$ cat src/rtl/bus_interconnect_mslave_if.sv
// Bus bundle between the processor-side requester, the interconnect and its
// slave ports. Signal suffixes are from the interconnect's point of view.
// The master modport is the environment view: the processor plus slave set
// that drives the interconnect's inputs. The slave modport is the
// interconnect itself.
interface bus_interconnect_mslave_if #(
    parameter int DATA_W   = 32,
    parameter int ADDR_W   = 32,
    parameter int N_SLAVES = 3
);
    // Processor side
    logic                         proc_rd_en_i;
    logic                         proc_wr_en_i;
    logic [ADDR_W-1:0]            proc_addr_i;
    logic [DATA_W-1:0]            proc_data_i;
    logic [DATA_W-1:0]            proc_data_o;
    logic                         proc_ack_o;
    logic                         proc_err_o;

    // Slave side
    logic [N_SLAVES-1:0]          slv_rd_en_o;
    logic [N_SLAVES-1:0]          slv_wr_en_o;
    logic [ADDR_W-1:0]            slv_addr_o;
    logic [DATA_W-1:0]            slv_data_o;
    logic [N_SLAVES*DATA_W-1:0]   slv_data_i;
    logic [N_SLAVES-1:0]          slv_ack_i;

    modport master (
        output proc_rd_en_i, proc_wr_en_i, proc_addr_i, proc_data_i,
        output slv_data_i, slv_ack_i,
        input  proc_data_o, proc_ack_o, proc_err_o,
        input  slv_rd_en_o, slv_wr_en_o, slv_addr_o, slv_data_o
    );

    modport slave (
        input  proc_rd_en_i, proc_wr_en_i, proc_addr_i, proc_data_i,
        input  slv_data_i, slv_ack_i,
        output proc_data_o, proc_ack_o, proc_err_o,
        output slv_rd_en_o, slv_wr_en_o, slv_addr_o, slv_data_o
    );
endinterface

$ cat src/rtl/bus_interconnect_mslave.sv
// Single-master, N-slave registered bus interconnect with one outstanding
// transaction. The top SEL_W address bits pick the slave; decode errors,
// simultaneous read/write requests and slave timeouts all complete with an
// error response so the processor never stalls indefinitely.
//
// state  | meaning
// -------+-----------------------------------------------------------------
// IDLE   | waiting for a request; only state in which requests are sampled
// ACCESS | strobe held to the selected slave, timeout counter running
// RESP   | one-cycle proc_ack_o with read data / error flag
module bus_interconnect_mslave #(
    parameter int DATA_W   = 32,
    parameter int ADDR_W   = 32,
    parameter int SEL_W    = 2,
    parameter int N_SLAVES = 3,
    parameter int TIMEOUT  = 16
) (
    input logic                      clk,
    input logic                      rst,
    bus_interconnect_mslave_if.slave bus
);

    // Counter only has to reach TIMEOUT-1.
    localparam int                CNT_W     = (TIMEOUT > 1) ? $clog2(TIMEOUT) : 1;
    localparam logic [CNT_W-1:0]  CNT_LAST  = CNT_W'(TIMEOUT - 1);
    localparam logic [SEL_W:0]    N_SLV     = (SEL_W + 1)'(N_SLAVES);
    localparam logic [ADDR_W-1:0] ADDR_MASK = {{SEL_W{1'b0}}, {(ADDR_W - SEL_W){1'b1}}};

    typedef enum logic [1:0] {
        S_IDLE   = 2'd0,
        S_ACCESS = 2'd1,
        S_RESP   = 2'd2
    } state_t;

    state_t              state_q, state_d;
    logic [CNT_W-1:0]    cnt_q, cnt_d;
    logic [SEL_W-1:0]    idx_q, idx_d;
    logic                is_rd_q, is_rd_d;
    logic [ADDR_W-1:0]   addr_q, addr_d;
    logic [DATA_W-1:0]   wdata_q, wdata_d;
    logic [N_SLAVES-1:0] rd_stb_q, rd_stb_d;
    logic [N_SLAVES-1:0] wr_stb_q, wr_stb_d;
    logic                ack_q, ack_d;
    logic                err_q, err_d;
    logic [DATA_W-1:0]   rdata_q, rdata_d;

    logic [SEL_W-1:0]    req_idx;
    logic [N_SLAVES-1:0] req_onehot;
    logic                req_any;
    logic                req_bad;
    logic                sel_ack;
    logic [DATA_W-1:0]   sel_data;

    // Decode the incoming request and mux the latched slave's ack/read data.
    // A loop compare avoids indexing past N_SLAVES when SEL_W is wider.
    always_comb begin
        req_idx    = bus.proc_addr_i[ADDR_W-1 -: SEL_W];
        req_onehot = '0;
        sel_ack    = 1'b0;
        sel_data   = '0;
        for (int k = 0; k < N_SLAVES; k++) begin
            if (req_idx == SEL_W'(k)) begin
                req_onehot[k] = 1'b1;
            end
            if (idx_q == SEL_W'(k)) begin
                sel_ack  = bus.slv_ack_i[k];
                sel_data = bus.slv_data_i[k*DATA_W +: DATA_W];
            end
        end
        req_any = bus.proc_rd_en_i | bus.proc_wr_en_i;
        req_bad = (bus.proc_rd_en_i & bus.proc_wr_en_i) | ({1'b0, req_idx} >= N_SLV);
    end

    // Next-state and next-output computation for the transaction FSM.
    always_comb begin
        state_d  = state_q;
        cnt_d    = cnt_q;
        idx_d    = idx_q;
        is_rd_d  = is_rd_q;
        addr_d   = addr_q;
        wdata_d  = wdata_q;
        rd_stb_d = rd_stb_q;
        wr_stb_d = wr_stb_q;
        ack_d    = 1'b0;
        err_d    = 1'b0;
        rdata_d  = '0;

        unique case (state_q)
            S_IDLE: begin
                cnt_d    = '0;
                rd_stb_d = '0;
                wr_stb_d = '0;
                // Latch only on a real request so slv_addr_o/slv_data_o keep
                // their last value while the bus is quiet.
                if (req_any) begin
                    idx_d   = req_idx;
                    is_rd_d = bus.proc_rd_en_i;
                    addr_d  = bus.proc_addr_i & ADDR_MASK;
                    wdata_d = bus.proc_data_i;
                    if (req_bad) begin
                        state_d = S_RESP;
                        ack_d   = 1'b1;
                        err_d   = 1'b1;
                    end else begin
                        state_d  = S_ACCESS;
                        rd_stb_d = bus.proc_rd_en_i ? req_onehot : '0;
                        wr_stb_d = bus.proc_wr_en_i ? req_onehot : '0;
                    end
                end
            end

            S_ACCESS: begin
                cnt_d = cnt_q + 1'b1;
                // Ack is checked first so an ack on the last allowed cycle
                // still completes without error.
                if (sel_ack) begin
                    state_d  = S_RESP;
                    rd_stb_d = '0;
                    wr_stb_d = '0;
                    ack_d    = 1'b1;
                    rdata_d  = is_rd_q ? sel_data : '0;
                end else if (cnt_q == CNT_LAST) begin
                    state_d  = S_RESP;
                    rd_stb_d = '0;
                    wr_stb_d = '0;
                    ack_d    = 1'b1;
                    err_d    = 1'b1;
                end
            end

            S_RESP: begin
                cnt_d   = '0;
                state_d = S_IDLE;
            end

            default: begin
                state_d  = S_IDLE;
                cnt_d    = '0;
                rd_stb_d = '0;
                wr_stb_d = '0;
            end
        endcase
    end

    // State and registered outputs; async reset clears strobes immediately.
    always_ff @(posedge clk or posedge rst) begin
        if (rst) begin
            state_q  <= S_IDLE;
            cnt_q    <= '0;
            idx_q    <= '0;
            is_rd_q  <= 1'b0;
            addr_q   <= '0;
            wdata_q  <= '0;
            rd_stb_q <= '0;
            wr_stb_q <= '0;
            ack_q    <= 1'b0;
            err_q    <= 1'b0;
            rdata_q  <= '0;
        end else begin
            state_q  <= state_d;
            cnt_q    <= cnt_d;
            idx_q    <= idx_d;
            is_rd_q  <= is_rd_d;
            addr_q   <= addr_d;
            wdata_q  <= wdata_d;
            rd_stb_q <= rd_stb_d;
            wr_stb_q <= wr_stb_d;
            ack_q    <= ack_d;
            err_q    <= err_d;
            rdata_q  <= rdata_d;
        end
    end

    assign bus.proc_data_o = rdata_q;
    assign bus.proc_ack_o  = ack_q;
    assign bus.proc_err_o  = err_q;
    assign bus.slv_rd_en_o = rd_stb_q;
    assign bus.slv_wr_en_o = wr_stb_q;
    assign bus.slv_addr_o  = addr_q;
    assign bus.slv_data_o  = wdata_q;

endmodule

$ cat src/flat_wrapper.sv
// flat-port wrapper written by rule: the top's interface ports become plain ports
module bus_interconnect_mslave_flat 
#(
    parameter int DATA_W   = 32,
    parameter int ADDR_W   = 32,
    parameter int SEL_W    = 2,
    parameter int N_SLAVES = 3,
    parameter int TIMEOUT  = 16
)
  (clk, rst, bus_proc_rd_en_i, bus_proc_wr_en_i, bus_proc_addr_i, bus_proc_data_i, bus_slv_data_i, bus_slv_ack_i, bus_proc_data_o, bus_proc_ack_o, bus_proc_err_o, bus_slv_rd_en_o, bus_slv_wr_en_o, bus_slv_addr_o, bus_slv_data_o);
  bus_interconnect_mslave_if #(.DATA_W(DATA_W), .ADDR_W(ADDR_W), .N_SLAVES(N_SLAVES)) bus_i ();
  input logic clk;
  input logic rst;
  input wire logic [$bits(bus_i.proc_rd_en_i)-1:0] bus_proc_rd_en_i;
  input wire logic [$bits(bus_i.proc_wr_en_i)-1:0] bus_proc_wr_en_i;
  input wire logic [$bits(bus_i.proc_addr_i)-1:0] bus_proc_addr_i;
  input wire logic [$bits(bus_i.proc_data_i)-1:0] bus_proc_data_i;
  input wire logic [$bits(bus_i.slv_data_i)-1:0] bus_slv_data_i;
  input wire logic [$bits(bus_i.slv_ack_i)-1:0] bus_slv_ack_i;
  output wire logic [$bits(bus_i.proc_data_o)-1:0] bus_proc_data_o;
  output wire logic [$bits(bus_i.proc_ack_o)-1:0] bus_proc_ack_o;
  output wire logic [$bits(bus_i.proc_err_o)-1:0] bus_proc_err_o;
  output wire logic [$bits(bus_i.slv_rd_en_o)-1:0] bus_slv_rd_en_o;
  output wire logic [$bits(bus_i.slv_wr_en_o)-1:0] bus_slv_wr_en_o;
  output wire logic [$bits(bus_i.slv_addr_o)-1:0] bus_slv_addr_o;
  output wire logic [$bits(bus_i.slv_data_o)-1:0] bus_slv_data_o;
  assign bus_i.proc_rd_en_i = bus_proc_rd_en_i;
  assign bus_i.proc_wr_en_i = bus_proc_wr_en_i;
  assign bus_i.proc_addr_i = bus_proc_addr_i;
  assign bus_i.proc_data_i = bus_proc_data_i;
  assign bus_i.slv_data_i = bus_slv_data_i;
  assign bus_i.slv_ack_i = bus_slv_ack_i;
  assign bus_proc_data_o = bus_i.proc_data_o;
  assign bus_proc_ack_o = bus_i.proc_ack_o;
  assign bus_proc_err_o = bus_i.proc_err_o;
  assign bus_slv_rd_en_o = bus_i.slv_rd_en_o;
  assign bus_slv_wr_en_o = bus_i.slv_wr_en_o;
  assign bus_slv_addr_o = bus_i.slv_addr_o;
  assign bus_slv_data_o = bus_i.slv_data_o;
  bus_interconnect_mslave #(.DATA_W(DATA_W), .ADDR_W(ADDR_W), .SEL_W(SEL_W), .N_SLAVES(N_SLAVES), .TIMEOUT(TIMEOUT)) u_core (.clk(clk), .rst(rst), .bus(bus_i));
endmodule
$ cat config.mk
export PLATFORM = sky130hd
export DESIGN_NAME = bus_interconnect_mslave_flat
export DESIGN_NICKNAME = d
export VERILOG_FILES = /design/src/rtl/bus_interconnect_mslave_if.sv /design/src/rtl/bus_interconnect_mslave.sv /design/src/flat_wrapper.sv
export SDC_FILE = /design/constraint.sdc
export NUM_CORES = 1
export LEC_CHECK = 0
export CAP_MARGIN = 20
export CORE_ASPECT_RATIO = 1.5
export CORE_UTILIZATION = 43
export CTS_CLUSTER_DIAMETER = 80
export DETAILED_ROUTE_END_ITERATION = 10
export PLACE_DENSITY = 0.86
export SYNTH_ARGS = -nofsm -noshare
export SYNTH_HDL_FRONTEND = slang
export SYNTH_SLANG_ARGS = --single-unit
$ cat constraint.sdc
create_clock -name clk -period 10.3 [get_ports clk]
set_input_delay 1.03 -clock clk [delete_from_list [all_inputs] [get_ports clk]]
set_output_delay 1.03 -clock clk [all_outputs]
set_load 0.05 [all_outputs]
# After elaboration in Yosys (flattened, before gate mapping)
# Cells that the tools add are included.
# totals
output_inout_bits	104
regBits	111
# op_classes
reduce_logical	6
n_lt_le_gt_ge	1
addsub	1
bitwise	4
muxes	35
n_eq_ne	9
# ops
op	count
32-bit two-way mux	6
3-bit two-way mux	8
3-bit case mux with 3 select lines	2
1-bit two-way mux	11
2-bit two-way mux	4
2-bit by 1-bit equality test with 1-bit output (second input constant)	3
2-bit equality test (second input constant)	3
2-bit logical NOT	3
2-bit AND reduction	3
4-bit by 1-bit adder with 4-bit output (second input constant)	1
4-bit equality test (second input constant)	1
4-bit two-way mux	1
1-bit case mux with 2 select lines	2
2-bit case mux with 2 select lines	1
3-bit by 1-bit inequality test with 1-bit output (second input constant)	1
2-bit >= comparator (second input constant)	1
2-bit by 1-bit inequality test with 1-bit output (second input constant)	1
1-bit OR	2
1-bit bitwise AND	1
1-bit inverter	1

# Depth between registers and ports, before layout
# Gate-level depths: netlist of the first run.
# depth
word_depth	7
mapped_depth	6
ltp_nobuf	4

# Worst setup path after synthesis of the first run
# Ideal clock, no wire load.
# synth_path
path_type	input port to flip-flop
start	input bus_proc_wr_en_i
end	register u_core.addr_q[10] (netlist: u_core.bus.slv_addr_o[10])
slack_ns	8.170
path_buffers	3
required_time_ns	10.175
cell_stages	6
setup_time_ns	0.125
arrival_time_ns	2.005
path_cell_list	clkbuf_2 inv_1 a21boi_4 buf_12 buf_12 mux2_4
# synth_between
elab_chain_cells	2
# synth_rtl
element	line	text
start, declared	flat_wrapper.sv:15	input wire logic [$bits(bus_i.proc_wr_en_i)-1:0] bus_proc_wr_en_i;
1-bit OR	bus_interconnect_mslave.sv:70	req_any = bus.proc_rd_en_i | bus.proc_wr_en_i;
2-bit AND reduction (no source line)	-	
end signal, assigned	bus_interconnect_mslave.sv:164	addr_q <= addr_d;
end, declared	bus_interconnect_mslave.sv:39	logic [ADDR_W-1:0] addr_q, addr_d;
# No other way between the ends.
# A chain may end at the register's enable or synchronous reset.

# Worst setup path in the final report of the first run
# layout_path
start	input bus_proc_wr_en_i
end	register u_core.wdata_q[28] (netlist: u_core.bus.slv_data_o[28])
# layout_between
elab_chain_cells	2
# layout_rtl
element	line	text
1-bit OR	bus_interconnect_mslave.sv:70	
2-bit AND reduction (no source line)	-	
end signal, assigned	bus_interconnect_mslave.sv:165	wdata_q <= wdata_d;
end, declared	bus_interconnect_mslave.sv:40	logic [DATA_W-1:0] wdata_q, wdata_d;
# No other way between the ends.

==> reports/results.tsv, run 1 <==
metric	value	unit
antenna_cells	0	
slew_violations	0	
postSynthAreaPerCell	14.17	um2
pre_cts_ws	6.893	ns
core_area	11470	um2
setup_tns	0	ns
area_growth	59.56	%
fin_crit_sh	29.85	%
max_freq	0.3252	GHz
antenna_found_initial	0	
ys_top_cells_by_area	dfrtp_1, mux2_4, mux2i_1, a2bb2oi_1, mux2_2	
drt_first_iter_violations	121	
skew	0.007952	ns
grt_overflow	0	
ant_nets	0	
combPwrFrac	58.1	%
synth-seq-cells	111	
avgViaCountPerCell	5.117	
switching_share	43.66	%
io_buffers	268	
syn_area	5071	um2
yosysMostFrequentCell	dfrtp_1	
grt_pass1_vias	4212	
cts_tree	done	
synth.largest_area_cell	dfrtp_1	
crit_fanout	62	
yosys.area.top_type_share	54.77	%
clk_latency	0.34	ns
synth_edf_count	0	
cts_made_buffers	9	
chipWidth	90.67	um
critPathLaunchType	input pin	
track_usage	23.06	%
hp-class	reg2reg	
slew_headroom	29.01	%
place_congestion	0.8293	
start_util	44.21	%
htreeDepth	3	
end_kind	register	
worstMarginPinSlew	1.065	ns
holdBufCountCts	0	
die_h	135.0	um
internal-power	1485	uW
synth_common_cells	dfrtp_1, mux2_4, mux2i_1	
seq_area_frac_synth	54.77	%
drive_gt1_share	14.86	%
yosys.cell_types.count	36	
ir_drop	0.0001416	V
post_cts_resize_count	0	
async_flop_share	100.0	%
die_area	12240	um2
final_core_utilization	70.54	%
power.density	325.7	nW/um2
io-pin-count	271	
status	finished clean	
hpwlAfterDp	10.52	mm
crit_type	in2reg	
rsz0062_at_grt	false	
power.switching	1151	uW
cts.sinks	111	
wirelength	13.95	mm
clk_pin_slew	0.07	ns
hold_viol	0	
drv_cap	0	
num_rows	48	
ys_warn_count	0	
arrival	3.30	ns
route.detailed.drc	0	
finalCriticalPeriod	3.075	ns
cts-root-buf	clkbuf_16	
wl_per_cell	18.14	um
vias	3935	
grt_max_degree	70	
setup_slack	7.225	ns
syn_inst	358	
grt_first_pass_wirelength	21.88	mm
clockBufferDepth	2	
finalSetupViolations	0	
seq_power_share	27.5	%
drt-pass1-iter-count	4	
cp.required	10.53	ns
postCtsSetupRepairBufs	0	
nets	782	
synthFlopType	dfrtp_1	
clkPwrFrac	14.4	%
p_leak	0.003498	uW
## placed cells by master (no fill, tap or decap), drive strengths merged, types with 2 or more instances in the layout
cell type      count
a22o               4
a22oi              5
a2bb2oi           32
a32oi              2
buf                5
bufinv             2
clkbuf            10
clkdlybuf4s50    268
clkinv             2
conb               2
dfrtp            111
inv                5
mux2              64
mux2i             33
nand2              8
nand3              3
nor2               6
nor2b              3
nor3              32
nor4b              3
o21ai              7
## area by class of cell
| class | count | area [um2] |
|---|---|---|
| Clock inverter | 6 | 91.34 |
| Inverter | 3 | 13.76 |
| Tap cell | 150 | 187.7 |
| Fill cell | 808 | 3379 |
| Clock buffer | 10 | 239.0 |
| Multi-Input combinational cell | 216 | 2046 |
| Timing Repair Buffer | 273 | 2735 |
| Sequential cell | 111 | 2779 |
## per-layer routing
metal,track usage (%),routed length [um],part of all wire [%]
met5,0,0,0
met1,25.61,5240,38
met2,41.62,7506,54
met4,9.050,303,2.2
met3,6.250,897,6.4
## worst max-delay path, stage by stage
cell	delay [ns]
clkdlybuf4s50_1	0.62
inv_1	0.14
a21boi_4	0.19
buf_4	0.82
mux2_2	0.43
## power by group through the flow
stage | combinational [uW] | clock, uW | sequential, uW
after CTS | 1530 | 390 | 727
final | 1530 | 380 | 724
after global routing | 1590 | 407 | 745
after floorplan | 648 | 0 | 1190
after global placement | 1490 | 0 | 723
after detailed placement | 1530 | 0 | 733
## final timing paths
check	start	end	slack, ns	cells past startpoint
setup reg to reg	u_core.idx_q[1]	u_core.bus.proc_data_o[22]	7.91	4
hold reg to reg	u_core.cnt_q[0]	u_core.cnt_q[0]	0.48	1
min in group asynchronous	rst	u_core.bus.slv_data_o[0]	1.07	2
max in group asynchronous	rst	u_core.idx_q[1]	7.91	3
hold / removal	u_core.cnt_q[0]	u_core.cnt_q[0]	0.48	1
setup / recovery	bus_proc_wr_en_i	u_core.bus.slv_data_o[28]	7.22	5
## per-stage QoR
step | power (uW) | instances | hold WS, ns | instance area [um2]
2_1_floorplan | 1838 | 359 | 0.4319 | 5075
3_3_place_gp | 2217 | 751 | 0.4429 | 7731
6_report | 2636 | 769 | 0.4800 | 8092
5_1_grt | 2745 | 769 | 0.4963 | 8092
4_1_cts | 2651 | 768 | 0.4865 | 8077
3_5_place_dp | 2264 | 752 | 0.4772 | 7746
## cells by family after synthesis
| logic type | count (synthesis) | share of synthesized area [%] |
|---|---|---|
| XOR/XNOR | 2 | 0.3455 |
| AND/OR/NAND/NOR | 59 | 6.144 |
| multiplexers | 97 | 24.35 |
| buffers and inverters | 32 | 5.009 |
| AO/OA/AOI/OAI | 55 | 9.055 |
| flip-flops | 111 | 54.77 |
| adder cells (fa/ha/maj) | 1 | 0.2467 |
| other | 1 | 0.07395 |
## sequential cells by signal (all words and copies together) (netlist names)
| register | cells |
|---|---|
| u_core.idx_q | 2 |
| u_core.bus.proc_err_o | 1 |
| u_core.bus.slv_rd_en_o | 3 |
| u_core.is_rd_q | 1 |
| u_core.bus.slv_addr_o | 30 |
| u_core.state_q | 2 |
| u_core.bus.proc_ack_o | 1 |
| u_core.bus.proc_data_o | 32 |
| u_core.cnt_q | 4 |
| u_core.bus.slv_data_o | 32 |
| u_core.bus.slv_wr_en_o | 3 |
No activity file was read; power rests on OpenSTA's default activity.
==> inputs of run 2 (changes only) <==
--- a/config.mk
+++ b/config.mk
@@ -7,10 +7,10 @@
 export LEC_CHECK = 0
 export CAP_MARGIN = 20
 export CORE_ASPECT_RATIO = 1.5
-export CORE_UTILIZATION = 43
+export CORE_UTILIZATION = 40
 export CTS_CLUSTER_DIAMETER = 80
 export DETAILED_ROUTE_END_ITERATION = 10
-export PLACE_DENSITY = 0.86
+export PLACE_DENSITY = 0.81
 export SYNTH_ARGS = -nofsm -noshare
 export SYNTH_HDL_FRONTEND = slang
 export SYNTH_SLANG_ARGS = --single-unit
==> constraint.sdc (replaced) <==
create_clock -name clk -period 3.2 [get_ports clk]
set_input_delay 0.32 -clock clk [delete_from_list [all_inputs] [get_ports clk]]
set_output_delay 0.32 -clock clk [all_outputs]
set_load 0.05 [all_outputs]
==> run 2 against run 1 <==
  * Core utilization fell by 5.5 points
  * Critical path depth is 1 lower
  * Largest cell class unchanged
  * Wire length down 5.0%
  * Critical endpoint is now u_core.bus.proc_data_o[22]
==> reports/results.tsv, run 2 (synthesis gave the netlist of run 1 again) <==
metric	value	unit	change
top_layer	met4		
power	8376	uW	+220%
area_growth	59.73	%	
ff2ff_path_depth	4		unchanged
io-pin-count	271		unchanged
cts-root-buf	clkbuf_16		
layout_common_cells	clkdlybuf4s50_1, dfrtp_1, mux2_4		
max_freq	0.5243	GHz	
placed_cells	763		+1.5%
reg2reg_from	u_core.idx_q[1]		
drv_cap	0		unchanged
route.detailed.drc	0		unchanged
die_h	139.9	um	+3.6%
rsz0062_at_grt	false		
ant_nets	0		unchanged
end_kind	register		
drt-pass1-iter-count	6		+2
p_leak	0.003496	uW	about the same
place_congestion	0.7764		-6.4%
final_common_cell	clkdlybuf4s50_1		
startpoint	u_core.idx_q[1]		
avgViaCountPerCell	5.056		-1.2%
antenna_cells	0		unchanged
die_area	13140	um2	+7.4%
wl_met3	1.073	mm	+20%
io_buffers	268		unchanged
ir_drop	0.0005550	V	+290%
grt_overflow	0		unchanged
slew_violations	0		unchanged
switching_share	44.15	%	+0.49 points
worstMarginPinSlew	0.8425	ns	-0.2223 ns
finalNonFillerCells	779		+1.3%
power.switching	3698	uW	+220%
cts_tree	done		
hold_viol	0		unchanged
cp.required	3.44	ns	-7.09 ns
power.density	1034	nW/um2	+220%
skew	0.008571	ns	+0.0006194 ns
fillers	962		+19%
nets	786		+0.51%
wirelength	13.26	mm	-5.0%
num_rows	50		+4.2%
combPwrFrac	59.5	%	+1.4 points
reg2reg_to	u_core.bus.proc_data_o[22]		
drt_first_iter_violations	62		-49%
crit_chain	nor2b_2, buf_4, a2bb2oi_1, nor3_1		
grt_first_pass_wirelength	21.13	mm	-3.4%
critPathLaunchType	register		
clkPwrFrac	13.6	%	-0.8 points
track_usage	20.69	%	-2.4 points
finalSetupViolations	0		unchanged
vias	3939		+0.10%
drive_gt1_share	15.41	%	+0.55 points
grt_pass1_vias	4231		+0.45%
clk_pin_slew	0.07	ns	about the same
antenna_found_initial	0		unchanged
slew_headroom	43.83	%	+15 points
fin_crit_sh	59.61	%	
htreeDepth	3		unchanged
postCtsSetupRepairBufs	0		unchanged
seq_power_share	26.9	%	-0.6 points
internal-power	4677	uW	+210%
wl_met1	4.845	mm	-7.5%
holdBufCountCts	0		unchanged
post_cts_resize_count	0		unchanged
slowest_delay	0.64	ns	-0.18 ns
setup_tns	0	ns	unchanged
clockBufferDepth	2		unchanged
hpwlAfterDp	10.20	mm	-3.1%
core_area	12450	um2	+8.5%
slowest_stage	nor2b_2		
grt_max_degree	69		-1.4%
cts_made_buffers	9		unchanged
wl_per_cell	17.02	um	-6.2%
crit_path_end	u_core.bus.proc_data_o[22]		
chipWidth	93.94	um	+3.6%
arrival	2.14	ns	-1.16 ns
start_util	40.73	%	-3.5 points
final_core_utilization	65.07	%	-5.5 points
rrSetupSlack	1.29	ns	-6.62 ns
crit_type	reg2reg		
hp-class	reg2reg		
cts.sinks	111		unchanged
crit_fanout	19		-69%
clk_latency	0.34	ns	about the same
finalCriticalPeriod	1.907	ns	
worst_hold_slack	0.4782	ns	-0.001807 ns
status	finished clean		
wl_met2	7.093	mm	-5.5%
==> run 2: cell type report <==
type / count / area, um2 / area share (%)
Inverter: 3 / 15.01 / 0.1854
Tap cell: 156 / 195.2 / 2.410
Clock buffer: 9 / 225.2 / 2.780
Sequential cell: 111 / 2779 / 34.31
Clock inverter: 7 / 77.57 / 0.9577
Multi-Input combinational cell: 216 / 2046 / 25.25
Timing Repair Buffer: 277 / 2763 / 34.11
==> run 2: worst min-delay path by stage <==
stage / to / cells past startpoint / slack (ns) / startpoint
global route: u_core.cnt_q[0] / 1 / 0.52 / u_core.cnt_q[0]
finish: u_core.cnt_q[0] / 1 / 0.48 / u_core.cnt_q[0]
detailed placement: u_core.cnt_q[0] / 1 / 0.47 / u_core.cnt_q[0]
global placement: u_core.cnt_q[0] / 1 / 0.45 / u_core.cnt_q[0]
CTS: u_core.cnt_q[0] / 1 / 0.48 / u_core.cnt_q[0]
floorplan: u_core.cnt_q[0] / 1 / 0.43 / u_core.cnt_q[0]
==> run 2: metrics by stage <==
step / setup slack [ns] / cell area (um2)
after floorplan: 1.537 / 5079
after global placement: 1.137 / 7797
after detailed placement: 1.042 / 7797
after CTS: 1.257 / 8100
after global routing: 1.112 / 8100
final: 1.293 / 8100
==> run 2: layer usage <==
metal  track usage (%)  vias up
met5                 0        -
met4             5.911        0
met3             5.863       18
met2             37.92      188
met1             22.80     1911
li1                  -     1822
==> run 2: power by group through the flow <==
stage	logic (uW)	registers, uW	clock network, uW
floorplan	2090	3830	0
global placement	4900	2260	0
detailed placement	5010	2270	0
CTS	5020	2250	1170
global route	5230	2310	1240
finish	4980	2250	1140
==> run 2: worst max-delay path: cells and delay by family (launching register included) <==
family | cells | cell delay [ns]
AND/OR/NAND/NOR | 2 | 0.81
buffers and inverters | 1 | 0.33
flip-flops | 1 | 0.56
AO/OA/AOI/OAI | 1 | 0.09
==> inputs of run 3 (changes only) <==
==> constraint.sdc (replaced) <==
create_clock -name clk -period 1.9 [get_ports clk]
set_input_delay 0.19 -clock clk [delete_from_list [all_inputs] [get_ports clk]]
set_output_delay 0.19 -clock clk [all_outputs]
set_load 0.05 [all_outputs]
==> run 3 against run 2 <==
  * Combinational power rose by 72%
  * Register-to-register slack got worse by 1.1 ns
  * Global-route usage rose by 0.087 points
  * Clock-buffer cell count rose by 1
  * Core utilization rose by 1.0 points
  * Critical path type is now reg2out
  * Cell count rose by 0.77%
  * Flip-flop and latch count did not move
==> reports/results.tsv, run 3 (synthesis gave the netlist of run 1 again) <==
metric	value	unit	change
hp-class	in2async		
antenna_found_initial	0		unchanged
cts_made_buffers	9		unchanged
nets	792		+0.76%
crit_fanout	3		-16
drv_cap	0		unchanged
critPathLaunchType	register		
area_growth	62.18	%	
slowest_stage	clkdlybuf4s50_1		
final_common_cell	clkdlybuf4s50_1		
hold_viol	0		unchanged
drt-pass1-iter-count	4		-2
clk_latency	0.34	ns	about the same
max_freq	0.5672	GHz	
chipWidth	93.94	um	unchanged
register_area	2779	um2	unchanged
finalCriticalPeriod	1.763	ns	
cts_tree	done		
holdBufCountCts	0		unchanged
vias	3958		+0.48%
place_area	7903	um2	+1.3%
placed_cells	769		+0.79%
io-pin-count	271		unchanged
finalNonFillerCells	785		+0.77%
wirelength	13.45	mm	+1.5%
wl_per_cell	17.14	um	+0.71%
slew_headroom	59.11	%	+15 points
critPathBufInv	1		unchanged
cts-root-buf	clkbuf_16		
setup_tns	0	ns	unchanged
grt_pass1_vias	4268		+0.87%
worst_hold_slack	0.2033	ns	-0.2749 ns
die_h	139.9	um	unchanged
hpwlAfterDp	10.55	mm	+3.5%
fillers	955		-0.73%
crit_chain	clkdlybuf4s50_1		
ant_nets	0		unchanged
end_kind	output port		
reg2reg_to	u_core.bus.slv_data_o[6]		
grt_first_pass_wirelength	21.07	mm	-0.29%
layout_common_cells	clkdlybuf4s50_1, dfrtp_1, mux2_4		
worstMarginPinSlew	0.6111	ns	-0.2314 ns
reg2reg_from	u_core.state_q[0]		
route.detailed.drc	0		unchanged
io_buffers	268		unchanged
core_area	12450	um2	unchanged
die_area	13140	um2	unchanged
rsz0062_at_grt	false		
track_usage	20.78	%	+0.087 points
place_congestion	0.7771		about the same
clk_pin_slew	0.07	ns	about the same
ff2ff_path_depth	4		unchanged
grt_max_degree	37		-46%
drive_gt1_share	16.22	%	+0.81 points
setup_slack	0.1369	ns	-1.156 ns
p_leak	0.003552	uW	+1.6%
power.density	1746	nW/um2	+69%
antenna_cells	0		unchanged
post_cts_resize_count	0		unchanged
critPathTopFamily	buffers and inverters		
finalSetupViolations	0		unchanged
num_rows	50		unchanged
status	finished clean		
final_cell_area	8224	um2	+1.5%
multi_input_area	2046	um2	unchanged
clockBufferDepth	2		unchanged
cts.sinks	111		unchanged
fin_crit_sh	92.80	%	
slowest_delay	0.85	ns	+0.21 ns
pre_cts_ws	0.07884	ns	-0.9636 ns
drt_first_iter_violations	103		+66%
ir_drop	0.0008209	V	+48%
postCtsSetupRepairBufs	0		unchanged
crit_type	reg2out		
arrival	1.57	ns	-0.57 ns
start_util	40.73	%	unchanged
htreeDepth	3		unchanged
skew	0.006768	ns	-0.001803 ns
slew_violations	0		unchanged
cp.required	1.71	ns	-1.73 ns
avgViaCountPerCell	5.042		-0.29%
rrSetupSlack	0.16	ns	-1.13 ns
grt_overflow	0		unchanged
run 3: changes by cell type in the layout (fill, tap and decap cells not counted):
cell / change
clkinv_2: -1
clkinvlp_4: +1
inv_6: -3
clkbuf_1: +1
buf_4: +2
clkinv_4: +1
bufinv_16: +1
buf_12: +5
clkdlybuf4s50_1: -1
run 3: area by class of cell:
cell class | instances | area share, %
timing repair buffer | 283 | 34.87
clock buffer | 10 | 2.784
tap | 156 | 2.373
inverter | 3 | 0.1826
multi-input combinational | 216 | 24.87
clock inverter | 6 | 1.126
sequential | 111 | 33.79
run 3: how the worst max path moves through the flow:
stage                         startpoint  cells after the start                    endpoint
2_1_floorplan                        rst                      1       u_core.bus.proc_ack_o
4_1_cts        u_core.bus.slv_rd_en_o[1]                      1          bus_slv_rd_en_o[1]
3_5_place_dp            bus_slv_ack_i[2]                      5  u_core.bus.proc_data_o[19]
5_1_grt        u_core.bus.slv_rd_en_o[0]                      1          bus_slv_rd_en_o[0]
3_3_place_gp            bus_proc_rd_en_i                      5    u_core.bus.slv_data_o[2]
6_report       u_core.bus.slv_rd_en_o[1]                      1          bus_slv_rd_en_o[1]
run 3: layer usage:
layer,up-vias,global-route usage [%],part of all wire [%]
met2,200,38.15,54
met4,0,6.559,1.8
met3,20,6.243,8.3
met1,1914,22.35,35
li1,1824,-,-
met5,-,0,0
run 3: where the power goes:
| group | leakage [uW] | internal (uW) | switching (uW) |
|---|---|---|---|
| clock | 0.000149 | 1160 | 844 |
| combinational | 0.00201 | 3740 | 4850 |
| sequential | 0.00139 | 3220 | 543 |
| total | 0.00355 | 8120 | 6240 |
run 3: stage by stage:
step                utilization, %  power [uW]
finish                       66.06       14360
CTS                          66.06       14470
global placement             63.48       12220
floorplan                        -        9966
global route                 66.06       15020
detailed placement           63.48       12450
